[src/rtl/window_seq_pkg.sv]
// Purpose: shared types and constants for the K-row window address sequencer.
// Latency: n/a (package).
// Backpressure: n/a (package).
package window_seq_pkg;

    localparam int ROW_W    = 4;   // width of a window row index (K_ROWS <= 16)
    localparam int MAX_ROWS = 16;

    typedef enum logic [1:0] {
        IDLE  = 2'd0,
        RUN   = 2'd1,
        DRAIN = 2'd2
    } seq_state_t;

    // One 32-bit row offset per possible window row; entries past k_rows are zero.
    typedef logic [MAX_ROWS-1:0][31:0] row_off_tab_t;

    // Builds row*stride for every window row at elaboration time so the
    // datapath only needs a table lookup and an add/subtract.
    function automatic row_off_tab_t row_off_table(input int unsigned stride,
                                                   input int unsigned k_rows);
        row_off_tab_t tab;
        tab = '0;
        for (int unsigned i = 0; i < k_rows && i < MAX_ROWS; i++) begin
            tab[i] = stride * i;
        end
        return tab;
    endfunction

endpackage

[src/rtl/tag_delay_line.sv]
// Purpose: DEPTH-stage shift register aligning {valid, row, col_end} tags with SRAM read data.
// Latency: exactly DEPTH cycles from input to output.
// Backpressure: none; never stalls, since issued reads always return.
// Ports: clk/reset (sync, active-low clear); in_vld/in_row/in_end tag input;
//        out_vld/out_row/out_end delayed tag; inflight = a valid tag sits in a non-output stage.
module tag_delay_line
    import window_seq_pkg::*;
#(
    parameter int DEPTH = 1
) (
    input  logic             clk,
    input  logic             reset,
    input  logic             in_vld,
    input  logic [ROW_W-1:0] in_row,
    input  logic             in_end,
    output logic             out_vld,
    output logic [ROW_W-1:0] out_row,
    output logic             out_end,
    output logic             inflight
);

    logic [DEPTH-1:0]            vld_q;
    logic [DEPTH-1:0][ROW_W-1:0] row_q;
    logic [DEPTH-1:0]            end_q;

    always_ff @(posedge clk) begin
        if (!reset) begin
            vld_q <= '0;
            row_q <= '0;
            end_q <= '0;
        end else begin
            vld_q[0] <= in_vld;
            row_q[0] <= in_row;
            end_q[0] <= in_end;
            for (int i = 1; i < DEPTH; i++) begin
                vld_q[i] <= vld_q[i-1];
                row_q[i] <= row_q[i-1];
                end_q[i] <= end_q[i-1];
            end
        end
    end

    assign out_vld = vld_q[DEPTH-1];
    assign out_row = row_q[DEPTH-1];
    assign out_end = end_q[DEPTH-1];

    // The output stage is excluded: when only it holds the last tag, done
    // can be registered to land in the cycle right after that tag.
    generate
        if (DEPTH > 1) begin : g_multi
            assign inflight = |vld_q[DEPTH-2:0];
        end else begin : g_single
            assign inflight = 1'b0;
        end
    endgenerate

endmodule

[src/rtl/window_addr_sequencer.sv]
// Purpose: issues K_ROWS vertically strided SRAM reads per column over col_count columns, tagging returned data.
// Latency: first rd_en one cycle after start; q_* follow rd_en by RAM_LAT cycles; done one cycle after last q_valid.
// Backpressure: hold freezes issue in the cycle it is high; reads already issued still return.
// Ports: clk, reset (sync active-low); start/base_addr/col_count/dir program a scan; hold stalls issue;
//        rd_addr/rd_en drive the SRAM; q_valid/q_row/q_col_end tag SRAM data; busy/done/err report status.
module window_addr_sequencer
    import window_seq_pkg::*;
#(
    parameter int          ADDR_W     = 20,
    parameter int unsigned ROW_STRIDE = 256,
    parameter int          K_ROWS     = 5,
    parameter int          RAM_LAT    = 1,
    parameter int          CNT_W      = 16
) (
    input  logic              clk,
    input  logic              reset,
    input  logic              start,
    input  logic [ADDR_W-1:0] base_addr,
    input  logic [CNT_W-1:0]  col_count,
    input  logic              dir,
    input  logic              hold,
    output logic [ADDR_W-1:0] rd_addr,
    output logic              rd_en,
    output logic              q_valid,
    output logic [ROW_W-1:0]  q_row,
    output logic              q_col_end,
    output logic              busy,
    output logic              done,
    output logic              err
);

    localparam row_off_tab_t      ROW_OFF     = row_off_table(ROW_STRIDE, K_ROWS);
    localparam logic [ROW_W-1:0]  LAST_ROW    = ROW_W'(K_ROWS - 1);
    // Smallest anchor that keeps a descending window inside the address space.
    localparam logic [ADDR_W-1:0] MIN_BASE_DN = ADDR_W'(ROW_OFF[K_ROWS-1]);

    seq_state_t        state, nxt_state;
    logic [ADDR_W-1:0] col_ptr, nxt_col_ptr;
    logic [CNT_W-1:0]  cols_left, nxt_cols_left;
    logic [ROW_W-1:0]  row, nxt_row;
    logic              dir_q, nxt_dir;
    logic [ADDR_W-1:0] nxt_rd_addr;
    logic              nxt_rd_en;
    logic [ROW_W-1:0]  rd_row, nxt_rd_row;
    logic              nxt_done, nxt_err;

    // The read about to be issued: from the inputs when starting, otherwise
    // from the registered scan position.
    logic [ADDR_W-1:0] iss_col, iss_addr, row_off;
    logic [CNT_W-1:0]  iss_left;
    logic [ROW_W-1:0]  iss_row;
    logic              iss_dir, row_wrap, iss_last, do_issue;
    logic              tag_inflight;

    always_ff @(posedge clk) begin
        if (!reset) begin
            state     <= IDLE;
            col_ptr   <= '0;
            cols_left <= '0;
            row       <= '0;
            dir_q     <= 1'b0;
            rd_addr   <= '0;
            rd_en     <= 1'b0;
            rd_row    <= '0;
            done      <= 1'b0;
            err       <= 1'b0;
        end else begin
            state     <= nxt_state;
            col_ptr   <= nxt_col_ptr;
            cols_left <= nxt_cols_left;
            row       <= nxt_row;
            dir_q     <= nxt_dir;
            rd_addr   <= nxt_rd_addr;
            rd_en     <= nxt_rd_en;
            rd_row    <= nxt_rd_row;
            done      <= nxt_done;
            err       <= nxt_err;
        end
    end

    always_comb begin
        iss_col  = (state == IDLE) ? base_addr : col_ptr;
        iss_left = (state == IDLE) ? col_count : cols_left;
        iss_row  = (state == IDLE) ? '0 : row;
        iss_dir  = (state == IDLE) ? dir : dir_q;
        row_off  = ADDR_W'(ROW_OFF[iss_row]);
        iss_addr = iss_dir ? (iss_col + row_off) : (iss_col - row_off);
        row_wrap = (iss_row == LAST_ROW);
        iss_last = row_wrap && (iss_left == CNT_W'(1));

        nxt_state     = state;
        nxt_col_ptr   = col_ptr;
        nxt_cols_left = cols_left;
        nxt_row       = row;
        nxt_dir       = dir_q;
        nxt_rd_addr   = rd_addr;
        nxt_rd_en     = 1'b0;
        nxt_rd_row    = rd_row;
        nxt_done      = 1'b0;
        nxt_err       = 1'b0;
        do_issue      = 1'b0;

        case (state)
            IDLE: begin
                if (start) begin
                    if (!dir && (base_addr < MIN_BASE_DN)) begin
                        nxt_err = 1'b1;
                    end else if (col_count == '0) begin
                        nxt_done = 1'b1;
                    end else begin
                        // K_ROWS >= 2, so the first read is never the last.
                        do_issue  = 1'b1;
                        nxt_dir   = dir;
                        nxt_state = RUN;
                    end
                end
            end
            RUN: begin
                if (!hold) begin
                    do_issue = 1'b1;
                    if (iss_last) begin
                        nxt_state = DRAIN;
                    end
                end
            end
            DRAIN: begin
                if (!rd_en && !tag_inflight) begin
                    nxt_done  = 1'b1;
                    nxt_state = IDLE;
                end
            end
            default: nxt_state = IDLE;
        endcase

        if (do_issue) begin
            nxt_rd_en   = 1'b1;
            nxt_rd_addr = iss_addr;
            nxt_rd_row  = iss_row;
            if (row_wrap) begin
                nxt_row       = '0;
                nxt_col_ptr   = iss_col + ADDR_W'(1);
                nxt_cols_left = iss_left - CNT_W'(1);
            end else begin
                nxt_row       = iss_row + ROW_W'(1);
                nxt_col_ptr   = iss_col;
                nxt_cols_left = iss_left;
            end
        end
    end

    assign busy = (state != IDLE);

    tag_delay_line #(
        .DEPTH (RAM_LAT)
    ) u_tags (
        .clk      (clk),
        .reset    (reset),
        .in_vld   (rd_en),
        .in_row   (rd_row),
        .in_end   (rd_en && (rd_row == LAST_ROW)),
        .out_vld  (q_valid),
        .out_row  (q_row),
        .out_end  (q_col_end),
        .inflight (tag_inflight)
    );

endmodule

[config.mk]
export PLATFORM = sky130hd
export DESIGN_NAME = window_addr_sequencer
export DESIGN_NICKNAME = d
export VERILOG_FILES = /design/src/rtl/window_seq_pkg.sv /design/src/rtl/tag_delay_line.sv /design/src/rtl/window_addr_sequencer.sv
export SDC_FILE = /design/constraint.sdc
export NUM_CORES = 1
export LEC_CHECK = 0
export ABC_AREA = 1
export CAP_MARGIN = 20
export CORE_AREA = 2 2 94 96
export DETAILED_ROUTE_END_ITERATION = 8
export DIE_AREA = 0 0 96 98
export GPL_TIMING_DRIVEN = 0
export HOLD_SLACK_MARGIN = 0.06
export PLACE_DENSITY = 0.84
export SLEW_MARGIN = 10
export SYNTH_ARGS = -nofsm -noshare
export SYNTH_HDL_FRONTEND = slang
export SYNTH_SLANG_ARGS = --single-unit
[constraint.sdc]
create_clock -name clk -period 7.5 [get_ports clk]
set_clock_uncertainty 0.1 [all_clocks]
set_input_delay 1.5 -clock clk [delete_from_list [all_inputs] [get_ports clk]]
set_output_delay 1.5 -clock clk [all_outputs]
set_load 0.02 [all_outputs]
======== Word-level counts from Yosys, hierarchy flattened ========
Memories as Yosys holds them, arrays and structs flattened.
Index checks and enable logic that the tools add are counted.
word-level totals
  flip-flop bits (word level) ............. 76
  ROM bits ................................ 512
  bits of input ports ..................... 41
  output and inout port bits .............. 30
  word-level logic and storage cells ...... 72
  memories ................................ 1
memory list
  name              depth  bits a word  read ports  clocked after memory_dff  write ports  RTL line                     RTL
  (name not given)  16     32           1           0                         0            window_addr_sequencer.sv:86  row_off = ADDR_W'(ROW_OFF[iss_row]);
operators by class
  $add $sub $neg .......................... 5
  magnitude comparators ................... 2
  eq/ne operators ......................... 11
  multiplexer cells ....................... 28
  bitwise logic cells ..................... 2
  reductions and logical operators ........ 10
operators with widths
  operator                                               count
  two-way mux 20 bit                                     4
  two-way mux 16 bit                                     2
  adder 20 x 1 -> 20 bit (second input constant)         1
  adder 20 bit                                           1
  < comparator 20 x 11 -> 1 bit (second input constant)  1
  subtractor 20 bit                                      1
  == test 16 x 1 -> 1 bit (second input constant)        1
  logical NOT 16 bit                                     1
  subtractor 16 x 1 -> 16 bit (second input constant)    1
  two-way mux 2 bit                                      6
  != test 2 bit (second input constant)                  6
  two-way mux 1 bit                                      11
  == test 4 x 3 -> 1 bit (second input constant)         2
  two-way mux 4 bit                                      2
  case mux 2 bit (3 select lines)                        1
  AND reduction 6 bit                                    1
  < comparator 4 x 5 -> 1 bit (second input constant)    1
  adder 4 x 1 -> 4 bit (second input constant)           1
  case mux 1 bit (2 select lines)                        2
  AND reduction 4 bit                                    1
  logical AND 1 bit                                      3
  AND reduction 3 bit                                    1
  == test 2 x 1 -> 1 bit (second input constant)         1
  == test 2 bit (second input constant)                  1
  other kinds (4)                                        5

======== Logic depth before layout (Yosys ltp) ========
Gate-level depths: netlist of run 1.
  depth in word-level cells ............... 7
  gate-level depth with buffers ........... 26

======== Cells and area by module ========
From an unflattened synthesis of run 1, not the netlist that was laid out.
unflattened totals
  cells, all modules ...................... 680
  area, all modules ....................... 4,784.6 µm²
modules (own cells, without submodules)
  module                 instances  cells an instance  area each (µm²)  seq. area each (µm²)
  window_addr_sequencer  1          660                4,608.2          1,401.3
  tag_delay_line         1          20                 176.4            120.1

======== Worst setup path before layout of run 1 ========
Ideal clock, no wire load.
  kind .................................... input port to flip-flop
  from .................................... in base_addr[8]
  to ...................................... reg rd_addr[16]
  arrival ................................. 3.287 ns
  slack ................................... 3.996 ns
  stages .................................. 15
  cell sequence ........................... or2_2 o21ai_0 inv_1 ha_1 fa_1 nand2_1 inv_1 o21ai_1 nand2_1 nand2_1 nand2_2 nand2_1 a21oi_1 nor2_1 nor2_1
on the way
  longest elaborated chain between the ends .. 5
RTL lines
  item                             RTL line                      RTL
  start: declaration               window_addr_sequencer.sv:18   input logic [ADDR_W-1:0] base_addr,
  < comparator 20 x 11 -> 1 bit    window_addr_sequencer.sv:106  if (!dir && (base_addr < MIN_BASE_DN)) begin
  logical AND 1 bit                window_addr_sequencer.sv:106
  two-way mux 1 bit                window_addr_sequencer.sv:106
  two-way mux 1 bit                window_addr_sequencer.sv:105  if (start) begin
  case mux 1 bit (2 select lines)  window_addr_sequencer.sv:103  case (state)
  end signal: assignment           window_addr_sequencer.sv:73   rd_addr <= nxt_rd_addr;
  end: declaration                 window_addr_sequencer.sv:22   output logic [ADDR_W-1:0] rd_addr,
Parallel ways exist; a longest one is shown, timed or not.
A chain may end at the register's enable or synchronous reset.

======== Worst setup path after layout of run 1 ========
  from .................................... in base_addr[15]
  to ...................................... reg cols_left[2]
on the way
  longest elaborated chain between the ends .. 5
RTL lines
  item                             RTL line                      RTL
  < comparator 20 x 11 -> 1 bit    window_addr_sequencer.sv:106
  logical AND 1 bit                window_addr_sequencer.sv:106
  two-way mux 1 bit                window_addr_sequencer.sv:106
  two-way mux 1 bit                window_addr_sequencer.sv:105
  case mux 1 bit (2 select lines)  window_addr_sequencer.sv:103
  end signal: assignment           window_addr_sequencer.sv:70   cols_left <= nxt_cols_left;
  end: declaration                 window_addr_sequencer.sv:39   logic [CNT_W-1:0] cols_left, nxt_cols_left;
No other way between the ends.

==> results.json, run 1 <==
{
  "path_clk_slew_ns": 0.09,
  "p_comb_share_pct": 36.4,
  "vias": 4957,
  "finalHoldViolCount": 0,
  "netlist.area_leader.share_pct": 31.40,
  "grt_overflow_total": 0,
  "syn_area_um2": 4846,
  "worst_setup_path_end_kind": "flip-flop",
  "drv_slew": 0,
  "synth_area_leaders": "dfxtp_1, nand2_1, nand3_1",
  "die_w_um": 96,
  "pre_cts_slack_ns": 3.020,
  "dieArea_um2": 9408,
  "numCtsBuffers": 9,
  "worst-setup-path-type": "in -> reg",
  "vdd_drop_max_mv": 0.1069,
  "outcome": "complete, no violations",
  "rr_worst_depth": 24,
  "p_seq_share_pct": 38.6,
  "switching_share_pct": 39.80,
  "leakagePower_nw": 2.625,
  "p_clk_share_pct": 25.0,
  "syn_nets": 741,
  "hold_class": "reg -> reg",
  "yosysUniqueCellTypes": 55,
  "die_h_um": 98,
  "rsz0062_at_grt": "false",
  "via_per_inst": 5.652,
  "hold_depth": 1,
  "cp.arrival_ns": 4.36,
  "slew-limit-headroom_pct": 49.31,
  "yosys_warnings": 0,
  "initial_utilization_pct": 57.24,
  "cts.path.max_buffers": 2,
  "cts_root_buf": "clkbuf_8",
  "antenna_found_initial": 0,
  "ant_nets": 0,
  "setup_ws_ns": 3.262,
  "first_pass_iters": 6,
  "cts_tree": "built",
  "insertion_delay_ns": 0.37,
  "p_int_uw": 740.6,
  "drt_iter0_markers": 271,
  "grt_pass1_wl_um": 23540,
  "drt-total-wl_um": 14510,
  "antenna_cells": 0,
  "postCtsHoldBufs": 0,
  "post_cts_resized": 0,
  "min_from": "rd_row[0]$_SDFFE_PN0P_",
  "drv_cap": 0,
  "row_count": 34,
  "clock_sinks": 76,
  "fin_util_pct": 69.14,
  "dpl.hpwl_um": 10990,
  "seq_area_frac_synth_pct": 31.40,
  "reg2reg_from": "state[1]$_SDFFE_PN0P_",
  "post_cts_buffers": 0,
  "ys_ff_latch": 76,
  "synth_area_leader_cell": "dfxtp_1",
  "ff2ff_setup_slack_ns": 3.33,
  "setup_violations": 0,
  "wire_per_inst_um": 16.55,
  "layout-drive-gt1-share_pct": 13.13,
  "drc_errors": 0,
  "gp_congestion": 0.8965,
  "timing.setup.tns_ns": 0,
  "start_kind": "primary input",
  "nets": 821,
  "min_period_over_period_pct": 56.51,
  "cp_max_fo": 10,
  "syn_inst": 684,
  "coreArea_um2": 8466,
  "switchingPower_uw": 489.7,
  "track_usage_pct": 32.45,
  "cts_htree_levels": 3,
  "fmax_ghz": 0.2360,
  "worstReg2RegEnd": "rd_addr[15]$_SDFFE_PN0P_",
  "powerDensity_nw_per_um2": 210.2,
  "ios": 71,
  "avgSynthCellArea_um2": 7.085,
  "grt_pass1_vias": 4773,
  "io_buffer_count": 69,
  "worst_pin_slew_ns": 0.7604,
  "fin_crit_ns": 4.238,
  "area_delta_synth_final_pct": 20.78,
  "grt_start_max_net_pins": 16,
  "min_to": "u_tags.out_end$_SDFF_PN0_",
  "crit_required_ns": 7.62
}
[worst max-delay path: stages]
cell and delay, ns:
clkdlybuf4s50_1 0.48, nor4_1 0.32, nand3_1 0.28, nand3b_1 0.29
nand2_1 0.17, nand2_1 0.45, clkbuf_1 0.62, o21ai_0 0.23
[registers in the layout, summed over array words and instances (netlist names)]
| register | flops |
|---|---|
| done | 1 |
| rd_addr | 20 |
| u_tags.out_row | 4 |
| rd_en | 1 |
| cols_left | 16 |
| u_tags.out_end | 1 |
| row | 4 |
| state | 2 |
| u_tags.out_vld | 1 |
| col_ptr | 20 |
| dir_q | 1 |
| err | 1 |
| rd_row | 4 |
[through the flow]
stage / hold slack (ns) / area [um^2] / cells / power, mW
2_1_floorplan: 0.2959 / 4846 / 684 / 0.7807
3_3_place_gp: 0.3086 / 5672 / 861 / 0.9164
3_5_place_dp: 0.3126 / 5672 / 861 / 0.9244
4_1_cts: 0.3255 / 5853 / 877 / 1.226
5_1_grt: 0.3343 / 5853 / 877 / 1.295
6_report: 0.3277 / 5853 / 877 / 1.230
[worst max-delay path by stage]
stage / start / cells past startpoint / to
global route: state[1]$_SDFFE_PN0P_ / 23 / rd_addr[15]$_SDFFE_PN0P_
finish: base_addr[15] / 8 / cols_left[2]$_SDFFE_PN0P_
floorplan: base_addr[8] / 15 / rd_addr[16]$_SDFFE_PN0P_
global placement: base_addr[15] / 10 / rd_addr[17]$_SDFFE_PN0P_
detailed placement: base_addr[15] / 8 / cols_left[1]$_SDFFE_PN0P_
CTS: state[1]$_SDFFE_PN0P_ / 24 / rd_addr[15]$_SDFFE_PN0P_
[placed cells by master (no fill, tap or decap), types with 3 or more instances in the layout]
master / count
ha_1: 15
o21ai_0: 46
nand3_1: 65
nor2_2: 4
clkinvlp_4: 3
xor2_1: 15
buf_6: 3
clkdlybuf4s50_1: 69
clkbuf_1: 15
buf_2: 3
a21oi_1: 21
clkbuf_8: 9
nor4_1: 9
nor2_1: 44
nor3_1: 8
nor3_2: 3
o211ai_1: 3
or2_2: 7
inv_6: 3
nand2_2: 16
nand2_4: 4
nand2_1: 136
o21ai_1: 11
nand4_1: 12
nor3_4: 3
inv_1: 78
inv_2: 7
dfxtp_1: 76
o21ai_2: 21
o22ai_1: 4
xnor2_1: 9
or2_1: 6
a31oi_1: 3
nor2_4: 4
o31ai_1: 4
[logic make-up (layout without fill, tap and decap cells)]
kind of cell    count (synthesis)  in the layout  share of synthesized area, %
buf+inv                       114            199                         10.33
mux                             1              1                        0.2066
xor+xnor                       24             24                         4.338
fa+ha+maj                      16             16                         4.286
simple gates                  328            328                         33.39
flops                          76             76                         31.40
compound gates                125            125                         16.06
[layer usage]
layer / vias to the layer above / GRT usage (%) / routed length, um
met5: - / 0 / 0
met4: 0 / 13.96 / 516
met3: 39 / 4.938 / 918
met2: 198 / 51.28 / 6763
met1: 2297 / 43.61 / 6315
li1: 2423 / - / -
[power by group through the flow]
stage	Combinational [mW]	Clock, mW	Sequential, mW
floorplan	0.280	0	0.500
global placement	0.435	0	0.482
detailed placement	0.441	0	0.484
CTS	0.443	0.308	0.475
global route	0.489	0.325	0.480
finish	0.448	0.307	0.475
[cells in the mapped netlist (all sizes together)]
cell,number
a311oi,1
fa,1
buf,13
xnor2,9
o221ai,1
nand2,156
nand4,13
dfxtp,76
ha,15
a32oi,1
inv,85
o211ai,3
a21o,1
o31ai,4
a21boi,1
nand3,67
clkbuf,15
o311ai,3
clkinv,1
o22ai,4
a31oi,3
nor4,9
a21oi,21
o32ai,1
nand3b,1
nor2,52
and2,1
xor2,15
a211oi,1
o21ai,79
mux2i,1
nor3,14
or2,15
a22oi,1
[cell type report]
| type | instances | area [um^2] |
|---|---|---|
| inverters | 86 | 322.8 |
| well taps | 108 | 135.1 |
| clock inverters | 7 | 57.56 |
| plain buffers | 28 | 177.7 |
| flip-flops and latches | 76 | 1521 |
| fillers | 732 | 2613 |
| clock buffers | 9 | 123.9 |
| repair buffers | 69 | 690.7 |
| multi-input cells | 494 | 2824 |
No activity file was read; power rests on OpenSTA's default activity.
==> run 2: changes to the inputs <==
--- a/config.mk
+++ b/config.mk
@@ -7,12 +7,12 @@
 export LEC_CHECK = 0
 export ABC_AREA = 1
 export CAP_MARGIN = 20
-export CORE_AREA = 2 2 94 96
+export CORE_AREA = 2 2 102 104
 export DETAILED_ROUTE_END_ITERATION = 8
-export DIE_AREA = 0 0 96 98
+export DIE_AREA = 0 0 104 106
 export GPL_TIMING_DRIVEN = 0
 export HOLD_SLACK_MARGIN = 0.06
-export PLACE_DENSITY = 0.84
+export PLACE_DENSITY = 0.76
 export SLEW_MARGIN = 10
 export SYNTH_ARGS = -nofsm -noshare
 export SYNTH_HDL_FRONTEND = slang
==> constraint.sdc (replaced) <==
create_clock -name clk -period 3.45 [get_ports clk]
set_clock_uncertainty 0.1 [all_clocks]
set_input_delay 0.69 -clock clk [delete_from_list [all_inputs] [get_ports clk]]
set_output_delay 0.69 -clock clk [all_outputs]
set_load 0.02 [all_outputs]
==> run 2 against run 1 <==
Against the previous run: setup slack got worse by 3.0 ns; first-iteration DRC count grew 39%; die area rose by 17%; count of clock-buffer cells in the layout stayed put; combinational power is 120% higher; cell area is 4.1% higher; core utilization decreased by 8.2 points; register-to-register slack lost 3.1 ns; flip-flop and latch count unchanged; largest cell class unchanged.
==> results.json, run 2 (synthesized netlist as in run 1, its figures left out) <==
{
  "outcome": "complete, no violations",
  "die_h_um": 106,
  "postCtsHoldBufs": 0,
  "gp_congestion": 0.9220,
  "via_per_inst": 5.560,
  "path_clk_slew_ns": 0.08,
  "cp_slowest_stage_delay_ns": 0.38,
  "start_kind": "flip-flop",
  "insertion_delay_ns": 0.36,
  "wire_per_inst_um": 16.29,
  "drt-total-wl_um": 14890,
  "drc_errors": 0,
  "worst-setup-path-type": "reg -> reg",
  "first_pass_iters": 5,
  "dpl.hpwl_um": 11210,
  "worst_pin_slew_ns": 0.6714,
  "worst_setup_path_end_kind": "flip-flop",
  "hold_class": "reg -> reg",
  "min_from": "rd_row[3]$_SDFFE_PN0P_",
  "die_w_um": 104,
  "track_usage_pct": 26.93,
  "p_total_mw": 2.893,
  "vdd_drop_max_mv": 0.2419,
  "leakagePower_nw": 2.715,
  "layout_commonest_cell": "nand2_1",
  "coreArea_um2": 10000,
  "initial_utilization_pct": 48.46,
  "cts_htree_levels": 3,
  "dieArea_um2": 11020,
  "vias": 5082,
  "antenna_found_initial": 0,
  "area_delta_synth_final_pct": 25.74,
  "setup_violations": 0,
  "crit_required_ns": 3.60,
  "antenna_cells": 0,
  "crit_top_cell": "nand2_1",
  "clock_sinks": 76,
  "fin_util_pct": 60.94,
  "dp_cells": 889,
  "layoutNonFillerInstCount": 914,
  "powerDensity_nw_per_um2": 474.8,
  "grt_overflow_total": 0,
  "fin_crit_ns": 3.237,
  "reg2reg_from": "state[0]$_SDFFE_PN0P_",
  "min_period_over_period_pct": 93.82,
  "cp_max_fo": 7,
  "cts_tree": "built",
  "nets": 830,
  "cts_root_buf": "clkbuf_8",
  "ios": 71,
  "grt_pass1_wl_um": 23860,
  "grt_start_max_net_pins": 20,
  "top_regs": "col_ptr (20), rd_addr (20), cols_left (16)",
  "slew-limit-headroom_pct": 55.24,
  "drv_slew": 0,
  "drt_iter0_markers": 377,
  "ant_nets": 0,
  "startpoint": "state[0]$_SDFFE_PN0P_",
  "layout-drive-gt1-share_pct": 16.20,
  "row_count": 37,
  "finalHoldViolCount": 0,
  "layout_common_cells": "nand2_1, inv_1, dfxtp_1",
  "fmax_ghz": 0.3090,
  "slowest_stage": "ha_1",
  "cts.path.max_buffers": 2,
  "grt_pass1_vias": 5062,
  "io_buffer_count": 69,
  "cp.arrival_ns": 3.39,
  "drv_cap": 0,
  "numCtsBuffers": 9
}
-- run 2: cell types whose count changed in the layout (fill, tap and decap cells not counted), moves of 2 or more --
cell,change
nand2_2,+3
nand2_1,-4
clkbuf_2,+2
ha_1,-2
clkbuf_1,-3
dfxtp_1,-2
buf_4,+9
bufinv_16,+3
-- run 2: layout make-up --
| class | count | area (um^2) |
|---|---|---|
| clock buffers | 9 | 123.9 |
| plain buffers | 26 | 177.7 |
| clock inverters | 7 | 122.6 |
| fillers | 966 | 3906 |
| inverters | 86 | 322.8 |
| well taps | 136 | 170.2 |
| repair buffers | 80 | 773.2 |
| flip-flops and latches | 76 | 1526 |
| multi-input cells | 494 | 2877 |
-- run 2: critical path: cells and delay by family (launching register included) --
| kind | cells | cell delay, ns |
|---|---|---|
| compound gates | 2 | 0.12 |
| fa+ha+maj | 3 | 0.77 |
| buf+inv | 6 | 0.56 |
| flops | 1 | 0.37 |
| simple gates | 14 | 1.19 |
-- run 2: per-stage QoR --
| step | setup slack, ns | cell area [um^2] | hold slack, ns | setup TNS, ns |
|---|---|---|---|---|
| detailed placement | -0.5519 | 5707 | 0.3190 | -11.13 |
| finish | 0.2133 | 6093 | 0.3262 | 0 |
| CTS | 0.01939 | 5987 | 0.3313 | 0 |
| floorplan | 0.03399 | 4846 | 0.2959 | 0 |
| global route | -0.06027 | 6093 | 0.3531 | -0.2162 |
| global placement | -0.4548 | 5707 | 0.3104 | -11.91 |
-- run 2: repair_timing --
| action | 4_1_cts | 5_1_grt |
|---|---|---|
| pin swaps | 2 | 9 |
| buffers inserted | 2 | 9 |
| gates resized for setup | 11 | 15 |
| endpoints found under the setup margin | 10 | 22 |
-- run 2: final timing paths --
kind,end,cells past startpoint,slack (ns)
setup reg to reg,rd_addr[18]$_SDFFE_PN0P_,25,0.21
hold / removal,u_tags.out_end$_SDFF_PN0_,1,0.33
hold reg to reg,u_tags.out_end$_SDFF_PN0_,1,0.33
setup / recovery,rd_addr[18]$_SDFFE_PN0P_,25,0.21
-- run 2: routing by layer --
layer  track usage (%)  share of wire [%]  vias to the layer above
met5                 0                  0                        -
met4             10.81                2.5                        0
met3             4.721                5.4                       33
met2             48.64                 51                      194
met1             31.66                 41                     2407
li1                  -                  -                     2448
-- run 2: power breakdown --
| group | total [mW] | internal [mW] | switching (mW) |
|---|---|---|---|
| logic | 0.998 | 0.379 | 0.620 |
| registers | 1.04 | 0.979 | 0.0561 |
| clock network | 0.859 | 0.486 | 0.373 |
| total | 2.89 | 1.84 | 1.05 |
